**src/rtl/simon_pkg.sv**
```systemverilog
// Shared types and constants for the Simon colour sequence player.
package simon_pkg;

    localparam int COLOUR_W_DEF = 2;

    typedef enum logic [1:0] {
        IDLE,
        ON,
        GAP,
        DONE
    } player_state_t;

    localparam logic [1:0] RED = 2'd0;
    localparam logic [1:0] GRN = 2'd1;
    localparam logic [1:0] BLU = 2'd2;
    localparam logic [1:0] YEL = 2'd3;

endpackage

```
**src/rtl/sequence_player_dwell_timer.sv**
```systemverilog
// dwell_timer: loadable down-counter that holds at zero; expired while the count is zero.
module dwell_timer #(
    parameter int CNT_W = 16
) (
    input  logic             clk,
    input  logic             rst_n,
    input  logic             load_i,
    input  logic [CNT_W-1:0] value_i,
    output logic             expired_o
);

    logic [CNT_W-1:0] count_q, count_d;

    always_comb begin
        count_d = count_q;
        if (load_i) begin
            count_d = value_i;
        end else if (count_q != '0) begin
            count_d = count_q - CNT_W'(1);
        end
    end

    always_ff @(posedge clk or negedge rst_n) begin
        if (!rst_n) begin
            count_q <= '0;
        end else begin
            count_q <= count_d;
        end
    end

    assign expired_o = (count_q == '0);

endmodule

```
**src/rtl/sequence_player.sv**
```systemverilog
// sequence_player: plays the first round_ctr+1 colours of a packed sequence with ON/GAP dwells.
// Define SEQUENCE_PLAYER_SPEEDUP_EN to shorten the ON dwell as the round number grows.
module sequence_player
    import simon_pkg::*;
#(
    parameter int COLOUR_W = COLOUR_W_DEF,
    parameter int MAX_LEN  = 16,
    parameter int CNT_W    = 16,
`ifdef SEQUENCE_PLAYER_SPEEDUP_EN
    parameter int MIN_ON    = 4,
    parameter int SPD_SHIFT = 2,
`endif
    localparam int IDX_W   = $clog2(MAX_LEN)
) (
    input  logic                        clk,
    input  logic                        rst_n,
    input  logic                        start,
    input  logic                        abort,
    input  logic [COLOUR_W*MAX_LEN-1:0] seq_in,
    input  logic [IDX_W-1:0]            round_ctr,
    input  logic [CNT_W-1:0]            on_cycles,
    input  logic [CNT_W-1:0]            gap_cycles,
    output logic [COLOUR_W-1:0]         colour_bus,
    output logic                        colour_oe,
    output logic                        busy,
    output logic                        complete
);

    localparam int SEQ_W = COLOUR_W * MAX_LEN;

    player_state_t        state_q, state_d;
    logic [IDX_W-1:0]     pos_q, pos_d, last_q, lastIn;
    logic [SEQ_W-1:0]     seq_q, seqCur;
    logic [CNT_W-1:0]     onLen_q, gapLen_q, onEff, onLenIn, timerValue;
    logic [COLOUR_W-1:0]  colourBus_q;
    logic                 colourOe_q, busy_q, complete_q;
    logic                 capture, timerLoad, timerExpired;

`ifdef SEQUENCE_PLAYER_SPEEDUP_EN
    localparam int WIDE_W = CNT_W + IDX_W + SPD_SHIFT;
    logic [WIDE_W-1:0] onWide, decWide, diffWide;

    // Saturating subtract of the round-scaled step, then floor at MIN_ON.
    always_comb begin
        onWide   = WIDE_W'(on_cycles);
        decWide  = WIDE_W'(round_ctr) << SPD_SHIFT;
        diffWide = (onWide > decWide) ? (onWide - decWide) : '0;
        if (diffWide < WIDE_W'(MIN_ON)) begin
            diffWide = WIDE_W'(MIN_ON);
        end
        onEff = CNT_W'(diffWide);
    end
`else
    assign onEff = on_cycles;
`endif

    // Timer reloads hold dwell-1; a zero dwell behaves as a single cycle.
    assign onLenIn = (onEff == '0) ? '0 : (onEff - CNT_W'(1));
    assign lastIn  = (int'(round_ctr) > MAX_LEN - 1) ? IDX_W'(MAX_LEN - 1) : round_ctr;
    assign seqCur  = capture ? seq_in : seq_q;

    always_comb begin
        state_d    = state_q;
        pos_d      = pos_q;
        capture    = 1'b0;
        timerLoad  = 1'b0;
        timerValue = onLen_q;
        unique case (state_q)
            IDLE: begin
                if (start && !abort) begin
                    capture    = 1'b1;
                    state_d    = ON;
                    pos_d      = '0;
                    timerLoad  = 1'b1;
                    timerValue = onLenIn;
                end
            end
            ON: begin
                if (timerExpired) begin
                    if (pos_q == last_q) begin
                        state_d = DONE;
                    end else if (gapLen_q != '0) begin
                        state_d    = GAP;
                        timerLoad  = 1'b1;
                        timerValue = gapLen_q - CNT_W'(1);
                    end else begin
                        pos_d     = pos_q + IDX_W'(1);
                        timerLoad = 1'b1;
                    end
                end
            end
            GAP: begin
                if (timerExpired) begin
                    state_d   = ON;
                    pos_d     = pos_q + IDX_W'(1);
                    timerLoad = 1'b1;
                end
            end
            DONE: state_d = IDLE;
            default: state_d = IDLE;
        endcase
        if (abort) begin
            state_d = IDLE;
        end
    end

    always_ff @(posedge clk or negedge rst_n) begin
        if (!rst_n) begin
            state_q     <= IDLE;
            pos_q       <= '0;
            last_q      <= '0;
            seq_q       <= '0;
            onLen_q     <= '0;
            gapLen_q    <= '0;
            colourBus_q <= '0;
            colourOe_q  <= 1'b0;
            busy_q      <= 1'b0;
            complete_q  <= 1'b0;
        end else begin
            state_q <= state_d;
            pos_q   <= pos_d;
            if (capture) begin
                seq_q    <= seq_in;
                last_q   <= lastIn;
                onLen_q  <= onLenIn;
                gapLen_q <= gap_cycles;
            end
            // Outputs are registered from the next state so they line up with state_q.
            colourOe_q <= (state_d == ON);
            busy_q     <= (state_d != IDLE);
            complete_q <= (state_d == DONE);
            if (state_d == ON) begin
                colourBus_q <= seqCur[COLOUR_W*int'(pos_d) +: COLOUR_W];
            end
        end
    end

    dwell_timer #(
        .CNT_W(CNT_W)
    ) u_dwell_timer (
        .clk      (clk),
        .rst_n    (rst_n),
        .load_i   (timerLoad),
        .value_i  (timerValue),
        .expired_o(timerExpired)
    );

    assign colour_bus = colourBus_q;
    assign colour_oe  = colourOe_q;
    assign busy       = busy_q;
    assign complete   = complete_q;

endmodule

```
**config.mk**
```make
export PLATFORM = sky130hd
export DESIGN_NAME = sequence_player
export DESIGN_NICKNAME = d
export VERILOG_FILES = /design/src/rtl/simon_pkg.sv /design/src/rtl/sequence_player_dwell_timer.sv /design/src/rtl/sequence_player.sv
export SDC_FILE = /design/constraint.sdc
export NUM_CORES = 1
export LEC_CHECK = 0
export CAP_MARGIN = 25
export CORE_MARGIN = 2
export CORE_UTILIZATION = 45
export DETAILED_ROUTE_END_ITERATION = 8
export GPL_TIMING_DRIVEN = 0
export MAX_ROUTING_LAYER = met4
export PLACE_DENSITY_LB_ADDON = 0.1
export SLEW_MARGIN = 15
export SYNTH_ARGS = -nofsm -noshare
export SYNTH_HDL_FRONTEND = slang
export SYNTH_HIERARCHICAL = 1
export SYNTH_SLANG_ARGS = --single-unit
```
**constraint.sdc**
```tcl
create_clock -name clk -period 3.2 [get_ports clk]
set_input_delay 0.48 -clock clk [delete_from_list [all_inputs] [get_ports clk]]
set_output_delay 0.48 -clock clk [all_outputs]
set_load 0.1 [all_outputs]
```
==> impl_metrics.env, run 1 <==
export IMPL_yosysUniqueCellTypes=61
export IMPL_die_w_um=112.4
export IMPL_viasPerCell=5.439
export IMPL_slowest_delay_ns=0.42
export IMPL_min_path_type="reg -> reg"
export IMPL_swShare_pct=32.38
export IMPL_drt_iter0_drc=257
export IMPL_drc=0
export IMPL_holdPathEnd="seq_q[5]$_DFF_PN0_"
export IMPL_critical_path_buf_inv_count=2
export IMPL_total_power_mw=3.768
export IMPL_worstReg2RegStart="u_dwell_timer/count_q[14]$_DFFE_PN0P_"
export IMPL_finalHoldViolCount=0
export IMPL_reg2regPathDepth=13
export IMPL_fin_skew_ns=0.005980
export IMPL_fmax_mhz=321.1
export IMPL_p_clk_share_pct=28.2
export IMPL_vdd_drop_max_mv=0.4767
export IMPL_cts_htree_levels=3
export IMPL_rows=39
export IMPL_cts_tree="done"
export IMPL_min_period_ns=3.114
export IMPL_ctsLongestPathBuffers=2
export IMPL_routed_wl_um=13710
export IMPL_synthTopCellsByArea="dfrtp_1 (45%), nand2_1 (14%), xnor2_1 (4.5%)"
export IMPL_drtAntennaViolNets=0
export IMPL_n_fill_cell=1024
export IMPL_num_nets_final=787
export IMPL_area_growth_pct=27.33
export IMPL_netlist_area_um2=5288
export IMPL_finish_instance_area_um2=6733
export IMPL_final_max_slew_viol_count=0
export IMPL_tightest_slew_ns=0.9932
export IMPL_grt_overflow=0
export IMPL_postSynthAreaPerCell_um2=8.584
export IMPL_hpwl_um=10270
export IMPL_diodes=0
export IMPL_clk_pin_slew_worst_paths_ns=0.06
export IMPL_dpl_instance_area_um2=6256
export IMPL_synth_top_area_share_pct=44.96
export IMPL_rrSetupSlack_ns=0.09
export IMPL_maxCapViolCount=0
export IMPL_slew_headroom_pct=33.58
export IMPL_p_comb_share_pct=28.4
export IMPL_path_class="reg -> reg"
export IMPL_worstPathCellList="nor4_4 > nand2b_1 > nor2_4 > nand4_1 > o211ai_2 > o311ai_1 > a311oi_2 > buf_4 > buf_12 > mux2i_4 > o22ai_1 > mux2_2 > o221a_1"
export IMPL_path_delay_family="simple AND/OR/NAND/NOR gates"
export IMPL_seq_area_frac_synth_pct=44.96
export IMPL_drive_gt1_share_pct=9.078
export IMPL_wl_per_cell_um=15.96
export IMPL_p_switching_mw=1.220
export IMPL_cts_root_buf="clkbuf_16"
export IMPL_vias=4672
export IMPL_synth_edf_count=0
export IMPL_grt_max_degree=72
export IMPL_synth_warnings=6
export IMPL_status="finished, final reports clean"
export IMPL_p_int_mw=2.548
export IMPL_p_leak_nw=2.987
export IMPL_p_per_area_nw_per_um2=559.7
export IMPL_yosysTopAreaCell="dfrtp_1"
export IMPL_seqPwrFrac_pct=43.4
export IMPL_start_util_pct=46.11
export IMPL_cts_buffers=9
export IMPL_async_reset_ff_share_pct=100.0
export IMPL_grt_util_all_layers_pct=23.10
export IMPL_grt_first_pass_wirelength_um=22510
export IMPL_arrival_ns=3.34
export IMPL_first_global_vias=4455
export IMPL_fin_setup_tns_ns=0
export IMPL_cp_start_kind="flip-flop"
export IMPL_cp_end_kind="flip-flop"
export IMPL_drt_first_pass_iters=4
export IMPL_worstPathMaxFanout=10
export IMPL_core_area_um2=11470
export IMPL_timing_final_crit_share_pct=97.33
export IMPL_syn_inst=616
export IMPL_cts_sinks=95
export IMPL_worstPathRequired_ns=3.43
export IMPL_r2r_end="colour_bus[0]$_DFFE_PN0P_"
export IMPL_min_from="seq_q[5]$_DFF_PN0_"
export IMPL_dieArea_um2=12630
export IMPL_grt_setup_unrepaired="yes"
export IMPL_clock_latency_ns=0.34
export IMPL_finalSetupViolCount=0
export IMPL_syn_num_nets=692
export IMPL_io_buffers=76
export IMPL_place_gp_congestion=0.8747
export IMPL_pre_cts_ws_ns=-1.256
export IMPL_die_y_um=112.4
export IMPL_ys_ff_latch=95
export IMPL_utilization_pct=58.71
export IMPL_critPathSlowestCell="dfrtp_1"
export IMPL_antenna_found_initial=0
export IMPL_worst_slack_ns=0.08553
export IMPL_synthFlopType="dfrtp_1"
export IMPL_worstHoldPathCells=2
export IMPL_ios=77
==> per-stage QoR <==
step,std cells,hold WS [ns]
3_3_place_gp,835,0.4499
2_1_floorplan,616,0.1844
5_1_grt,859,0.4883
4_1_cts,857,0.4728
6_report,859,0.4698
3_5_place_dp,836,0.3566
==> registers in the layout, indices dropped and copies added, names as in the netlist <==
| signal | flops |
|---|---|
| gapLen_q | 16 |
| last_q | 4 |
| seq_q | 32 |
| u_dwell_timer/count_q | 16 |
| colour_oe | 1 |
| busy | 1 |
| pos_q | 4 |
| complete | 1 |
| state_q | 2 |
| onLen_q | 16 |
| colour_bus | 2 |
==> cells in the final DEF, fill, tap and decap left out, types with 9 or more instances in the layout <==
| cell | instances |
|---|---|
| nor3_1 | 15 |
| inv_1 | 10 |
| buf_4 | 9 |
| xnor2_1 | 27 |
| xor2_1 | 10 |
| nand3_1 | 9 |
| a21o_1 | 12 |
| clkbuf_1 | 12 |
| nor2b_1 | 9 |
| nand2_1 | 196 |
| nor2_1 | 26 |
| nand2b_1 | 12 |
| mux2i_1 | 11 |
| clkbuf_16 | 9 |
| o21ai_0 | 31 |
| a21oi_1 | 18 |
| dfrtp_1 | 95 |
| clkdlybuf4s50_1 | 75 |
==> worst register-to-register path, delay by kind of cell, from the launching register on <==
kind	cells	cell delay, ns
buffers and inverters	2	0.32
AOI/OAI and AO/OA	5	0.86
muxes	2	0.52
DFF	1	0.42
and+or+nand+nor	4	0.90
==> metal layers <==
metal | up-vias | global-route usage, % | routed length [um]
met5 | - | - | 0
met4 | 0 | 6.992 | 146
met3 | 13 | 5.076 | 739
met2 | 108 | 35.10 | 6492
met1 | 2252 | 31.25 | 6327
li1 | 2299 | - | -
==> layout make-up <==
cell class | instances | area (um2) | area share (%)
Clock buffer | 12 | 246.5 | 3.661
Clock inverter | 4 | 45.04 | 0.6690
Sequential cell | 95 | 2377 | 35.31
Inverter | 13 | 48.80 | 0.7248
Buffer | 30 | 182.7 | 2.713
Multi-Input combinational cell | 476 | 2794 | 41.50
Tap cell | 143 | 178.9 | 2.658
Timing Repair Buffer | 86 | 859.6 | 12.77
==> what timing repair did <==
item                                   4_1_cts  5_1_grt
buffers inserted                             5        3
gates resized for setup                     20       22
hold buffers                                 1        0
setup endpoints to repair                   19       18
pin swaps                                    3        4
cloned                                       0        0
endpoints found under the hold margin       24        0
==> cell usage after synthesis (all sizes together) (3+ instances only) <==
| cell type | n |
|---|---|
| a21o | 12 |
| a21oi | 18 |
| and3 | 5 |
| buf | 10 |
| clkbuf | 22 |
| dfrtp | 95 |
| ha | 4 |
| inv | 13 |
| mux2i | 13 |
| nand2 | 197 |
| nand2b | 12 |
| nand3 | 10 |
| nand4 | 5 |
| nand4b | 3 |
| nor2 | 27 |
| nor2b | 9 |
| nor3 | 15 |
| nor4 | 10 |
| o211a | 6 |
| o211ai | 4 |
| o21ai | 31 |
| o221ai | 5 |
| o22ai | 5 |
| o31ai | 4 |
| or4 | 4 |
| xnor2 | 27 |
| xor2 | 10 |
==> logic make-up (layout without fill, tap and decap cells) <==
kind of cell	Yosys count	after routing	synth area share (%)
xor gates and xnor gates	37	37	6.129
adders and majority gates	4	4	0.9466
DFF	95	95	44.96
AOI/OAI and AO/OA	106	106	13.77
muxes	15	15	2.887
and+or+nand+nor	314	314	27.66
buffers and inverters	45	145	3.644
==> power by group through the flow <==
stage / logic [mW] / registers (mW) / clock network [mW]
finish: 1.07 / 1.63 / 1.06
global route: 1.18 / 1.67 / 1.14
CTS: 1.03 / 1.63 / 1.09
detailed placement: 1.00 / 1.65 / 0
global placement: 0.969 / 1.64 / 0
floorplan: 0.616 / 1.67 / 0
==> how the worst max path moves through the flow <==
| stage | startpoint | end | slack (ns) | cells after the start |
|---|---|---|---|---|
| 2_1_floorplan | u_dwell_timer/count_q[0]$_DFFE_PN0P_ | u_dwell_timer/count_q[10]$_DFFE_PN0P_ | 0.09 | 14 |
| 3_3_place_gp | rst_n | seq_q[31]$_DFF_PN0_ | -1.95 | 1 |
| 3_5_place_dp | abort | u_dwell_timer/count_q[6]$_DFFE_PN0P_ | -1.26 | 12 |
| 4_1_cts | u_dwell_timer/count_q[1]$_DFFE_PN0P_ | colour_bus[0]$_DFFE_PN0P_ | 0.005 | 15 |
| 5_1_grt | u_dwell_timer/count_q[14]$_DFFE_PN0P_ | colour_bus[0]$_DFFE_PN0P_ | -0.12 | 13 |
| 6_report | u_dwell_timer/count_q[14]$_DFFE_PN0P_ | colour_bus[0]$_DFFE_PN0P_ | 0.09 | 13 |
Note: power is estimated with default switching activity, not from simulation.
==> run 2: changes to the inputs <==
CAP_MARGIN = 15   (was 25)
MAX_ROUTING_LAYER = unset   (was met4)
REMOVE_ABC_BUFFERS = 1   (was unset)
==> run 2 against run 1 <==
Against the previous run: the flow now finishes with violations (negative setup slack); register-to-register slack lost 0.11 ns; global-route usage is 1.0 points lower; final cell count is 1.3% lower; core utilization about the same; critical path type unchanged; critical endpoint is now colour_bus[1]$_DFFE_PN0P_.
==> impl_metrics.env, run 2 (same netlist as run 1, synthesis figures left out) <==
export IMPL_p_per_area_nw_per_um2=558.2
export IMPL_critPathSlowestCell="a311oi_4"
export IMPL_arrival_ns=3.46
export IMPL_fin_skew_ns=0.01274
export IMPL_antenna_found_initial=0
export IMPL_violations="negative setup slack"
export IMPL_cts_sinks=95
export IMPL_regArea_um2=2377
export IMPL_cts_buffers=9
export IMPL_path_class="reg -> reg"
export IMPL_largest_reg_flops=32
export IMPL_min_period_ns=3.223
export IMPL_finalHoldViolCount=0
export IMPL_worstPathRequired_ns=3.44
export IMPL_grt_first_pass_wirelength_um=22510
export IMPL_vias=4697
export IMPL_dpl_instance_area_um2=6177
export IMPL_dp_cells=808
export IMPL_cp_end_kind="flip-flop"
export IMPL_grt_util_all_layers_pct=22.05
export IMPL_p_leak_nw=2.990
export IMPL_worst_slack_ns=-0.02317
export IMPL_area_growth_pct=27.31
export IMPL_worstPathCellList="nor4_4 > nand3_2 > nor2_4 > nand4_1 > o211ai_2 > o311ai_4 > a311oi_4 > buf_6 > mux2i_2 > o22ai_1 > mux2_4 > o221a_1"
export IMPL_drtAntennaViolNets=0
export IMPL_cp_start_kind="flip-flop"
export IMPL_dieArea_um2=12630
export IMPL_finalSetupViolCount=2
export IMPL_ctsLongestPathBuffers=2
export IMPL_wl_per_cell_um=16.00
export IMPL_drc=0
export IMPL_diodes=0
export IMPL_grt_max_degree=62
export IMPL_slew_headroom_pct=22.42
export IMPL_io_buffers=76
export IMPL_die_w_um=112.4
export IMPL_fin_cells=848
export IMPL_worstPathMaxFanout=7
export IMPL_drt_iter0_drc=190
export IMPL_tightest_slew_ns=1.153
export IMPL_ios=77
export IMPL_vdd_drop_max_mv=0.4749
export IMPL_hpwl_um=8910
export IMPL_drive_gt1_share_pct=10.21
export IMPL_num_nets_final=776
export IMPL_min_path_type="in -> async"
export IMPL_place_gp_congestion=0.8152
export IMPL_rows=39
export IMPL_viasPerCell=5.539
export IMPL_top_register="seq_q"
export IMPL_drt_first_pass_iters=5
export IMPL_clock_latency_ns=0.35
export IMPL_first_global_vias=4655
export IMPL_grt_overflow=0
export IMPL_start_util_pct=46.11
export IMPL_rrSetupSlack_ns=-0.02
export IMPL_clk_pin_slew_worst_paths_ns=0.07
export IMPL_die_y_um=112.4
export IMPL_cts_htree_levels=3
export IMPL_maxCapViolCount=0
export IMPL_slowest_delay_ns=0.43
export IMPL_layout_common_cells="nand2_1 (197), dfrtp_1 (95), clkdlybuf4s50_1 (75)"
export IMPL_status="finished, violations left"
export IMPL_finish_instance_area_um2=6731
export IMPL_fmax_mhz=310.3
export IMPL_core_area_um2=11470
export IMPL_mostFrequentLayoutCell="nand2_1"
export IMPL_cts_root_buf="clkbuf_16"
export IMPL_timing_final_crit_share_pct=100.7
export IMPL_multi_input_area_um2=2855
export IMPL_final_max_slew_viol_count=0
export IMPL_total_power_mw=3.757
export IMPL_n_fill_cell=1007
export IMPL_cts_tree="done"
export IMPL_grt_setup_unrepaired="yes"
export IMPL_fin_setup_tns_ns=-0.02411
export IMPL_routed_wl_um=13570
==> run 2: cell types whose count changed in the layout (fill, tap and decap cells not counted), moves of 2 or more <==
| cell | previous run | this run |
|---|---|---|
| or4b_2 | 0 | 2 |
| clkbuf_2 | 2 | 0 |
| buf_4 | 9 | 23 |
| clkbuf_8 | 3 | 0 |
| clkbuf_4 | 3 | 0 |
| buf_2 | 7 | 1 |
| inv_6 | 0 | 2 |
| buf_1 | 3 | 0 |
| clkbuf_1 | 12 | 1 |
==> run 2: layer usage <==
layer | vias to the layer above | global-route usage [%] | share of wire (%)
met5 | - | 0 | 0
met3 | 20 | 6.048 | 5.7
met1 | 2261 | 27.28 | 43
met2 | 127 | 37.95 | 50
met4 | 0 | 6.423 | 2.0
li1 | 2289 | - | -
==> run 2: worst max-delay path: cells and delay by family, from the launching register on <==
| kind | cells | cell delay (ns) |
|---|---|---|
| compound gates | 5 | 1.14 |
| simple gates | 4 | 0.87 |
| mux | 2 | 0.49 |
| flops | 1 | 0.41 |
| buf+inv | 1 | 0.21 |
==> run 2: final timing paths <==
| path | to | cells after the start | from |
|---|---|---|---|
| max in group asynchronous | last_q[1]$_DFFE_PN0P_ | 2 | rst_n |
| worst min register to register | seq_q[5]$_DFF_PN0_ | 2 | seq_q[5]$_DFF_PN0_ |
| worst max-delay path | colour_bus[1]$_DFFE_PN0P_ | 12 | u_dwell_timer/count_q[8]$_DFFE_PN0P_ |
| worst max register to register | colour_bus[1]$_DFFE_PN0P_ | 12 | u_dwell_timer/count_q[8]$_DFFE_PN0P_ |
| min in group clk | seq_q[5]$_DFF_PN0_ | 2 | seq_q[5]$_DFF_PN0_ |
| worst min-delay path | onLen_q[3]$_DFFE_PN0P_ | 1 | rst_n |
==> run 2: power breakdown <==
part / internal [mW] / leakage, nW / total (mW) / switching, mW
clock: 0.531 / 0.133 / 1.01 / 0.475
sequential: 1.43 / 1.17 / 1.65 / 0.216
combinational: 0.538 / 1.68 / 1.10 / 0.565
==> run 2: stage by stage <==
| stage | hold slack [ns] | utilization [%] | setup WS [ns] |
|---|---|---|---|
| 2_1_floorplan | 0.1844 | - | -1.019 |
| 3_3_place_gp | 0.4512 | 53.05 | -2.450 |
| 3_5_place_dp | 0.3958 | 53.87 | -1.602 |
| 4_1_cts | 0.02837 | 57.23 | -0.003877 |
| 5_1_grt | 0.03383 | 58.70 | -0.1661 |
| 6_report | 0.02279 | 58.70 | -0.02317 |
==> run 2: repair_timing <==
action	CTS	global route
setup endpoints to repair	22	11
gates resized for setup	7	14
buffers inserted	7	14
pin swaps	3	11
endpoints found under the hold margin	0	0
gates cloned	3	0
hold buffers	0	0
==> run 2: area by class of cell <==
cell class,instances,area share (%)
clock inverter,6,0.6506
tap,143,2.658
inverter,13,0.7249
timing repair buffer,103,14.83
clock buffer,10,3.401
sequential,95,35.32
multi-input combinational,478,42.42
